==> config.mk <==
export PLATFORM = sky130hd
export DESIGN_NAME = commit_trace_buffer
export DESIGN_NICKNAME = d
export VERILOG_FILES = /design/src/rtl/commit_trace_buffer_pkg.sv /design/src/rtl/commit_trace_buffer_sync_fifo.sv /design/src/rtl/commit_trace_buffer.sv
export SDC_FILE = /design/constraint.sdc
export NUM_CORES = 1
export LEC_CHECK = 0
export CORE_MARGIN = 1
export CORE_UTILIZATION = 35
export CTS_CLUSTER_DIAMETER = 80
export DETAILED_ROUTE_END_ITERATION = 16
export PLACE_DENSITY = 0.64
export SYNTH_ARGS = -nofsm -noshare
export SYNTH_HDL_FRONTEND = slang
export SYNTH_SLANG_ARGS = --single-unit
export TNS_END_PERCENT = 30
==> constraint.sdc <==
create_clock -name clk_i -period 31.1 [get_ports clk_i]
set_clock_uncertainty 0.15 [all_clocks]
set_input_delay 4.665 -clock clk_i [delete_from_list [all_inputs] [get_ports clk_i]]
set_output_delay 4.665 -clock clk_i [all_outputs]
set_load 0.02 [all_outputs]
==> src/rtl/commit_trace_buffer_pkg.sv <==
// Shared types for the commit trace path: opcodes, record kinds and
// the packed trace record handed to the sink.
package commit_trace_buffer_pkg;

  localparam int XLEN = 32;

  localparam logic [6:0] OP_LOAD   = 7'b0000011;
  localparam logic [6:0] OP_IMM    = 7'b0010011;
  localparam logic [6:0] OP_STORE  = 7'b0100011;
  localparam logic [6:0] OP_REG    = 7'b0110011;
  localparam logic [6:0] OP_BRANCH = 7'b1100011;

  typedef enum logic [1:0] {
    TR_PLAIN = 2'd0,
    TR_REG   = 2'd1,
    TR_LOAD  = 2'd2,
    TR_STORE = 2'd3
  } trace_kind_e;

  typedef struct packed {
    trace_kind_e       kind;
    logic [XLEN-1:0]   pc;
    logic [31:0]       instr;
    logic [4:0]        rd;
    logic [XLEN-1:0]   data;
    logic [XLEN-1:0]   addr;
  } trace_rec_t;

  localparam int REC_W = $bits(trace_rec_t);

  function automatic logic [6:0] opcode(input logic [31:0] instr);
    return instr[6:0];
  endfunction

endpackage

==> src/rtl/commit_trace_buffer_sync_fifo.sv <==
// Synchronous FIFO with wrap-bit pointers; read data is zero while
// empty so the consumer never sees stale entries.
module sync_fifo #(
  parameter int WIDTH = 8,
  parameter int DEPTH = 8,
  localparam int AW = $clog2(DEPTH)
) (
  input  logic             clk,
  input  logic             rst,
  input  logic             push,
  input  logic [WIDTH-1:0] wdata,
  input  logic             pop,
  output logic [WIDTH-1:0] rdata,
  output logic             full,
  output logic             empty,
  output logic [AW:0]      level
);

  logic [WIDTH-1:0] mem [DEPTH];
  logic [AW:0]      wr_ptr;
  logic [AW:0]      rd_ptr;
  logic             wr_en;
  logic             rd_en;

  assign empty = (wr_ptr == rd_ptr);
  assign full  = (wr_ptr[AW] != rd_ptr[AW]) &&
                 (wr_ptr[AW-1:0] == rd_ptr[AW-1:0]);
  assign level = wr_ptr - rd_ptr;

  // A full FIFO still takes a write when the head leaves this cycle.
  assign rd_en = pop & ~empty;
  assign wr_en = push & (~full | rd_en);

  assign rdata = empty ? '0 : mem[rd_ptr[AW-1:0]];

  always_ff @(posedge clk) begin
    if (rst) begin
      wr_ptr <= '0;
      rd_ptr <= '0;
    end else begin
      if (wr_en) wr_ptr <= wr_ptr + 1'b1;
      if (rd_en) rd_ptr <= rd_ptr + 1'b1;
    end
  end

  always_ff @(posedge clk) begin
    if (wr_en) mem[wr_ptr[AW-1:0]] <= wdata;
  end

endmodule

==> src/rtl/commit_trace_buffer.sv <==
// Classifies retired instructions into trace records, queues them
// for a valid/ready sink and counts retirements and drops.
module commit_trace_buffer
  import commit_trace_buffer_pkg::*;
#(
  parameter int XLEN  = commit_trace_buffer_pkg::XLEN,
  parameter int DEPTH = 8,
  parameter int CNT_W = 16
) (
  input  logic                     clk_i,
  input  logic                     rst_i,
  input  logic                     enable_i,
  input  logic                     commit_valid_i,
  input  logic [XLEN-1:0]          commit_pc_i,
  input  logic [31:0]              commit_instr_i,
  input  logic [4:0]               commit_rd_i,
  input  logic [XLEN-1:0]          commit_rd_data_i,
  input  logic [XLEN-1:0]          commit_mem_addr_i,
  input  logic [XLEN-1:0]          commit_mem_data_i,
  output logic                     trc_valid_o,
  input  logic                     trc_ready_i,
  output trace_rec_t               trc_o,
  output logic [XLEN-1:0]          retired_o,
  output logic [CNT_W-1:0]         drop_cnt_o,
  output logic                     overflow_o,
  output logic [$clog2(DEPTH):0]   level_o
);

  trace_rec_t rec;
  logic       push;
  logic       pop;
  logic       full;
  logic       empty;
  logic       drop;
  logic       is_ld;
  logic       is_st;
  logic       is_br;
  logic       rd_nz;
  logic [REC_W-1:0] rdata;

  assign is_ld = (opcode(commit_instr_i) == OP_LOAD);
  assign is_st = (opcode(commit_instr_i) == OP_STORE);
  assign is_br = (opcode(commit_instr_i) == OP_BRANCH);
  assign rd_nz = (commit_rd_i != 5'd0);

  always_comb begin
    rec       = '0;
    rec.kind  = TR_PLAIN;
    rec.pc    = commit_pc_i;
    rec.instr = commit_instr_i;
    unique case (1'b1)
      is_br: ;
      is_st: begin
        rec.kind = TR_STORE;
        rec.data = commit_mem_data_i;
        rec.addr = commit_mem_addr_i;
      end
      is_ld: begin
        if (rd_nz) begin
          rec.kind = TR_LOAD;
          rec.rd   = commit_rd_i;
          rec.data = commit_rd_data_i;
          rec.addr = commit_mem_addr_i;
        end
      end
      default: begin
        if (rd_nz) begin
          rec.kind = TR_REG;
          rec.rd   = commit_rd_i;
          rec.data = commit_rd_data_i;
        end
      end
    endcase
  end

  assign push = commit_valid_i & enable_i;
  assign pop  = trc_valid_o & trc_ready_i;
  assign drop = push & full & ~pop;

  sync_fifo #(
    .WIDTH (REC_W),
    .DEPTH (DEPTH)
  ) u_fifo (
    .clk   (clk_i),
    .rst   (rst_i),
    .push  (push),
    .wdata (rec),
    .pop   (pop),
    .rdata (rdata),
    .full  (full),
    .empty (empty),
    .level (level_o)
  );

  assign trc_valid_o = ~empty;
  assign trc_o       = trace_rec_t'(rdata);

  // Dropped records still count as retired.
  always_ff @(posedge clk_i) begin
    if (rst_i) begin
      retired_o  <= '0;
      drop_cnt_o <= '0;
      overflow_o <= 1'b0;
    end else begin
      if (push) retired_o <= retired_o + XLEN'(1);
      if (drop) begin
        overflow_o <= 1'b1;
        if (drop_cnt_o != '1) drop_cnt_o <= drop_cnt_o + CNT_W'(1);
      end
    end
  end

endmodule

==> results of run 1 <==
[cells by family after synthesis]
family / Yosys count / synth area share [%]
xor gates and xnor gates: 46 / 0.926
and+or+nand+nor: 352 / 3.91
adders and majority gates: 8 / 0.243
DFF: 1140 / 75.9
AOI/OAI and AO/OA: 56 / 0.938
muxes: 408 / 16.8
buffers and inverters: 127 / 1.22
[power by group]
group	internal, mW	switching [mW]
clock	0.795	0.578
combinational	0.186	0.202
sequential	1.69	0.00915
total	2.67	0.789
[metrics by stage]
| step | std cells | utilization, % | cell area, µm² | setup WS [ns] |
|---|---|---|---|---|
| 2_1_floorplan | 2137 | - | 44300 | 15.80 |
| 3_3_place_gp | 4070 | 39.7 | 49900 | 21.25 |
| 3_5_place_dp | 4070 | 39.7 | 49900 | 21.23 |
| 4_1_cts | 4287 | 42.7 | 53700 | 20.39 |
| 5_1_grt | 4288 | 42.7 | 53700 | 20.09 |
| 6_report | 4289 | 42.7 | 53700 | 20.71 |
[Yosys cell counts, types with 21 or more instances]
master / number / area [µm²]
sky130_fd_sc_hd__dfxtp_1: 60 / 1200
sky130_fd_sc_hd__nand2_1: 25 / 93.8
sky130_fd_sc_hd__mux2i_1: 136 / 1360
sky130_fd_sc_hd__edfxtp_1: 1080 / 32400
sky130_fd_sc_hd__xnor2_1: 32 / 280
sky130_fd_sc_hd__a22o_1: 32 / 280
sky130_fd_sc_hd__mux4_2: 270 / 6080
sky130_fd_sc_hd__buf_2: 44 / 220
sky130_fd_sc_hd__clkbuf_1: 45 / 169
sky130_fd_sc_hd__and2_1: 37 / 231
sky130_fd_sc_hd__nor2_1: 193 / 724
sky130_fd_sc_hd__nand3_1: 21 / 105
[layout make-up]
cell class / count / area share, %
clock inverter: 75 / 1.23
timing repair buffer: 393 / 7.25
clock buffer: 142 / 5.83
inverter: 17 / 0.119
sequential: 1140 / 62.7
multi-input combinational: 870 / 19.0
antenna: 2 / 0.00932
tap: 1650 / 3.85
[critical path: stages (launching register included)]
cell and delay [ns]:
sky130_fd_sc_hd__dfxtp_4 0.77, sky130_fd_sc_hd__buf_4 0.79, sky130_fd_sc_hd__buf_12 0.72, sky130_fd_sc_hd__buf_4 0.88, sky130_fd_sc_hd__mux4_2 0.61, sky130_fd_sc_hd__mux2i_1 0.24, sky130_fd_sc_hd__nor2_1 0.08, sky130_fd_sc_hd__clkdlybuf4s50_1 0.58
[metal layers]
layer / part of all wire (%) / vias to the layer above / GRT usage, %
li1: - / 9539 / -
met5: 0.11 / - / 0
met1: 42 / 11600 / 20.2
met4: 2.4 / 16 / 5.00
met3: 6.6 / 169 / 3.72
met2: 49 / 675 / 25.9
[flip-flops by register name, summed over array words and instances (netlist names), named ones only]
name           flops
u_fifo.rd_ptr      4
retired_o         32
u_fifo.wr_ptr      4
drop_cnt_o        16
u_fifo.mem      1080
overflow_o         1
[final timing paths]
| check | cells past startpoint | slack [ns] | to |
|---|---|---|---|
| worst max-delay path | 7 | 20.71 | trc_o[40] |
| worst min-delay path | 2 | 0.30 | overflow_o |
| worst max register to register | 7 | 27.07 | u_fifo.mem[0][70] |
| worst min register to register | 2 | 0.30 | overflow_o |
==> metrics.txt, run 1 <==
hold buffer count at cts=0; Max Clock Freq=96.2 MHz; most frequent cells in the layout=1080 x sky130_fd_sc_hd__edfxtp_1, 357 x sky130_fd_sc_hd__clkdlybuf4s50_1, 270 x sky130_fd_sc_hd__mux4_2; reg2reg start=u_fifo.wr_ptr[2]; worst-skew pair later-pin latency=between 0.7 and 0.8 ns; clock tree sinks=about 1100; async set-or-reset flop fraction in the synthesized netlist=0%; starting utilization of the core area=between 30% and 40%; Yosys cell types=50; dominant synthesized flop cell=sky130_fd_sc_hd__edfxtp_1; clock-pin transition on the worst setup and hold timing paths=roughly 0.060 ns; class of the most critical setup path=reg2out; area grow syn2layout=21.1%; count of pins over their slew limit=0; result of the run=completed; deepest level of the CTS H-tree=3; number of cell rows=130; routed len/inst=around 23 µm; total power density per cell area=between 60 and 70 mW/mm²; ratio of routed vias to standard cells=approximately 5.1; element type at the critical path end=output pin; number of antenna violations at the first check in global routing=11; final cycle utilization of the critical path=roughly a third; Arrival @ worst endpoint=approximately 5.6 ns; largest net degree at the start of global routing=137; worst rel slew slack=between 10% and 20%; CTS tree=built; YS warnings=0; layout cell share with drive strength beyond 1=just under 20%; Post-Route Setup TNS=0 ns; number of post-CTS setup repair buffers=0; number of global-route vias before repair=approximately 23000; PnR Total Power=3.46 mW; routability congestion estimate from global placement=~0.76; All-Layer GR Usage=between 10% and 20%; endpoints failing setup=0; die boundary width=358 µm; worst-case hold slack=between 0.3 and 0.4 ns; syn nets=~2300; number of synthesized flops with an enable pin=roughly 1100; Final ANT Viol Nets=0; total area of multi-input combinational cells=roughly 0.010 mm²; # resized after CTS=0; Fin. Hold Viols=0; DR DRC count=0; Syn Area/Cell=between 20 and 25 µm²; top fanout value on the critical path=around 110; clock period minus worst slack=between 10 and 15 ns; drt first-iter violations=~1900; number of storage elements in the synthesis netlist=between 1000 and 1500; RSZ-0062 raised after global routing=false; path class of the lowest-slack min-delay path=reg2reg; half-perimeter wire length after detailed placement=approximately 55000 µm; max-capacitance violation count=0; Placeable Area=around 0.13 mm²; number of top-level design ports=359; total clock buffers created by CTS=~120; Post-layout nets=2718; die span in y=358 µm; area of the die=between 0.1 and 0.15 mm²; gate count of the mapped netlist=~2100; total area of sequential cells=~0.034 mm²; P_leak=16.2 nW; Seq/Total Area, Yosys=75.9%; most common cell after layout, fill and taps aside=sky130_fd_sc_hd__edfxtp_1; FILL cells=about 11000; leftover overflow at the end of global routing=0; detailed-router iteration count before antenna repair=5; root buffer cell=sky130_fd_sc_hd__clkbuf_16; number of input and output port buffers inserted=between 300 and 400; Max VDD drop=just over 0.05 mV; source of the worst hold timing path=overflow_o; first-pass GRT wire length=148000 µm; total length of routed wires=approximately 100000 µm; WP data required=26.29 ns; number of buffers on the longest clock path=3; kind of start point of the critical path=flop; number of vias after detailed routing=22000; Syn Std Cell Area=0.0443 mm²; slew at the pin closest to its max-slew limit=roughly 1.2 ns
Note: power is estimated with default switching activity, not from simulation.
==> run 2: changes to the inputs <==
- PLACE_DENSITY: 0.64 -> 0.66
- clock period: 31.1 -> 9.2 ns (I/O delays scaled with it)
==> run 2 against run 1 <==
Via count hardly changed. Clock power rose to 3.4 times the previous value. Combinational power increased to 3.4 times the previous value. First-iteration DRC count decreased by 6.9%. Critical endpoint is now trc_o[1]. Cell count shrank 0.19%. Sequential share of layout area decreased by 0.089 points. Die area did not move. Critical path type unchanged. Sequential cell count stayed put.
==> metrics.txt, run 2 (synthesis gave the netlist of run 1 again) <==
instance area at placement=around 0.050 mm²; clock period minus worst slack=5.74 ns; number of cell rows=130; result of the run=completed; crit path setup slack, layout=roughly 3.5 ns; cell with the biggest individual delay on the critical path=sky130_fd_sc_hd__dfxtp_4; source of the worst hold timing path=overflow_o; layout cell share with drive strength beyond 1=19.4%; number of vias after detailed routing=approximately 22000; root buffer cell=sky130_fd_sc_hd__clkbuf_16; routability congestion estimate from global placement=slightly above 0.8; WP data required=7.67 ns; number of flip-flops in the largest register=~1100; die boundary width=~360 µm; slew at the pin closest to its max-slew limit=~1.2 ns; number of antenna violations at the first check in global routing=8; setup slack at placement=between 4 and 5 ns; cells on worst reg2reg path=6; Post-layout nets=2710; endpoints failing setup=0; area of the die=between 0.1 and 0.15 mm²; path class of the lowest-slack min-delay path=reg2reg; worst-skew pair later-pin latency=~0.73 ns; deepest level of the CTS H-tree=3; detailed-router iteration count before antenna repair=5; Final ANT Viol Nets=0; Max Clock Freq=174 MHz; drt first-iter violations=1782; leftover overflow at the end of global routing=0; routed len/inst=23.6 µm; cells along the critical path=buf_4 > mux4_2 > mux2i_1 > nor2_1 > clkdlybuf4s50_1; top fanout value on the critical path=44; clock-pin transition on the worst setup and hold timing paths=roughly 0.06 ns; number of input and output port buffers inserted=about 360; final cycle utilization of the critical path=62.4%; P_leak=~16 nW; RSZ-0062 raised after global routing=false; number of buffers on the longest clock path=3; half-perimeter wire length after detailed placement=55300 µm; Register-to-Register Setup Slack=5.11 ns; number of standard cells in the layout, taps in and fillers out=between 4000 and 5000; most common cell after layout, fill and taps aside=sky130_fd_sc_hd__edfxtp_1; # resized after CTS=0; starting utilization of the core area=approximately a third; number of top-level design ports=359; class of the most critical setup path=reg2out; largest net degree at the start of global routing=about 140; number of post-CTS setup repair buffers=0; CTS tree=built; die span in y=between 300 and 400 µm; Max VDD drop=between 0.15 and 0.2 mV; PnR Total Power=around 12 mW; element type at the critical path end=output pin; WL met1=around 44000 µm; worst rel slew slack=around 17%; end point of the worst hold path=overflow_o; first-pass GRT wire length=around 150000 µm; DR DRC count=0; All-Layer GR Usage=approximately 16%; Finished Cell Area=approximately 0.054 mm²; total power density per cell area=about 220 mW/mm²; top routing layer in use=met5; max-capacitance violation count=0; clock tree sinks=roughly 1100; total clock buffers created by CTS=between 100 and 150; Cells after DPL=4065; number of global-route vias before repair=about 23000; ratio of routed vias to standard cells=roughly 5; WL met3=~6600 µm; most frequent cells in the layout=1080 x sky130_fd_sc_hd__edfxtp_1, 357 x sky130_fd_sc_hd__clkdlybuf4s50_1, 270 x sky130_fd_sc_hd__mux4_2; critical path's largest stage delay=about 0.94 ns; hold buffer count at cts=0; Final Core Density=between 40% and 50%; reg-to-reg critical path endpoint=u_fifo.mem[3][43]; Placeable Area=roughly 0.13 mm²; hold path depth=2; area grow syn2layout=21.3%; count of pins over their slew limit=0; Fin. Hold Viols=0; kind of start point of the critical path=flop; total length of routed wires=between 100000 and 150000 µm; reg2reg start=u_fifo.wr_ptr[2]; Arrival @ worst endpoint=4.21 ns; wire length on met2=49200 µm
## run 2: cell types whose count changed in the layout (fill, tap and decap cells not counted), moves of 2 or more
cell,change
sky130_fd_sc_hd__inv_6,-2
sky130_fd_sc_hd__clkinv_2,+5
sky130_fd_sc_hd__clkinvlp_4,-3
sky130_fd_sc_hd__clkinv_8,+2
sky130_fd_sc_hd__clkinv_1,-7
sky130_fd_sc_hd__clkbuf_16,-6
sky130_fd_sc_hd__buf_4,-10
sky130_fd_sc_hd__clkbuf_1,-5
sky130_fd_sc_hd__clkinv_4,+2
sky130_fd_sc_hd__diode_2,+2
sky130_fd_sc_hd__buf_12,+5
sky130_fd_sc_hd__bufinv_16,+5
## run 2: area by class of cell
class	count	area, µm²
fillers	10800	71800
clock inverters	80	855
well taps	1650	2060
repair buffers	388	3920
multi-input cells	870	10200
inverters	17	63.8
clock buffers	132	2970
flip-flops and latches	1140	33600
diodes	4	10.0
## run 2: stage by stage
step / TNS (ns) / hold WS, ns
6_report: 0 / 0.299
5_1_grt: 0 / 0.319
4_1_cts: 0 / 0.305
3_5_place_dp: 0 / 0.296
3_3_place_gp: 0 / 0.288
2_1_floorplan: -378.91 / 0.330
## run 2: worst max path at each step
stage	startpoint	end	slack, ns
2_1_floorplan	trc_ready_i	u_fifo.mem[0][0]	-2.81
5_1_grt	flop	trc_o[3]	3.00
3_3_place_gp	flop	trc_o[6]	4.05
3_5_place_dp	flop	trc_o[39]	4.05
6_report	flop	trc_o[1]	3.46
4_1_cts	flop	trc_o[39]	3.21
## run 2: routing by layer
| layer | vias to the layer above | GRT usage (%) |
|---|---|---|
| li1 | 9522 | - |
| met1 | 11600 | 21.4 |
| met2 | 722 | 25.7 |
| met3 | 133 | 3.33 |
| met4 | 8 | 4.43 |
| met5 | - | 0 |
## run 2: critical path: cells and delay by family, from the launching register on
family | cells | cell delay [ns]
buffers and inverters | 2 | 1.35
DFF | 1 | 0.94
and+or+nand+nor | 1 | 0.09
muxes | 2 | 1.07
## run 2: where the power goes
part	total, mW	internal (mW)	switching, mW
registers	5.75	5.71	0.0398
logic	1.31	0.632	0.681
clock network	4.68	2.74	1.94
total	11.7	9.08	2.66
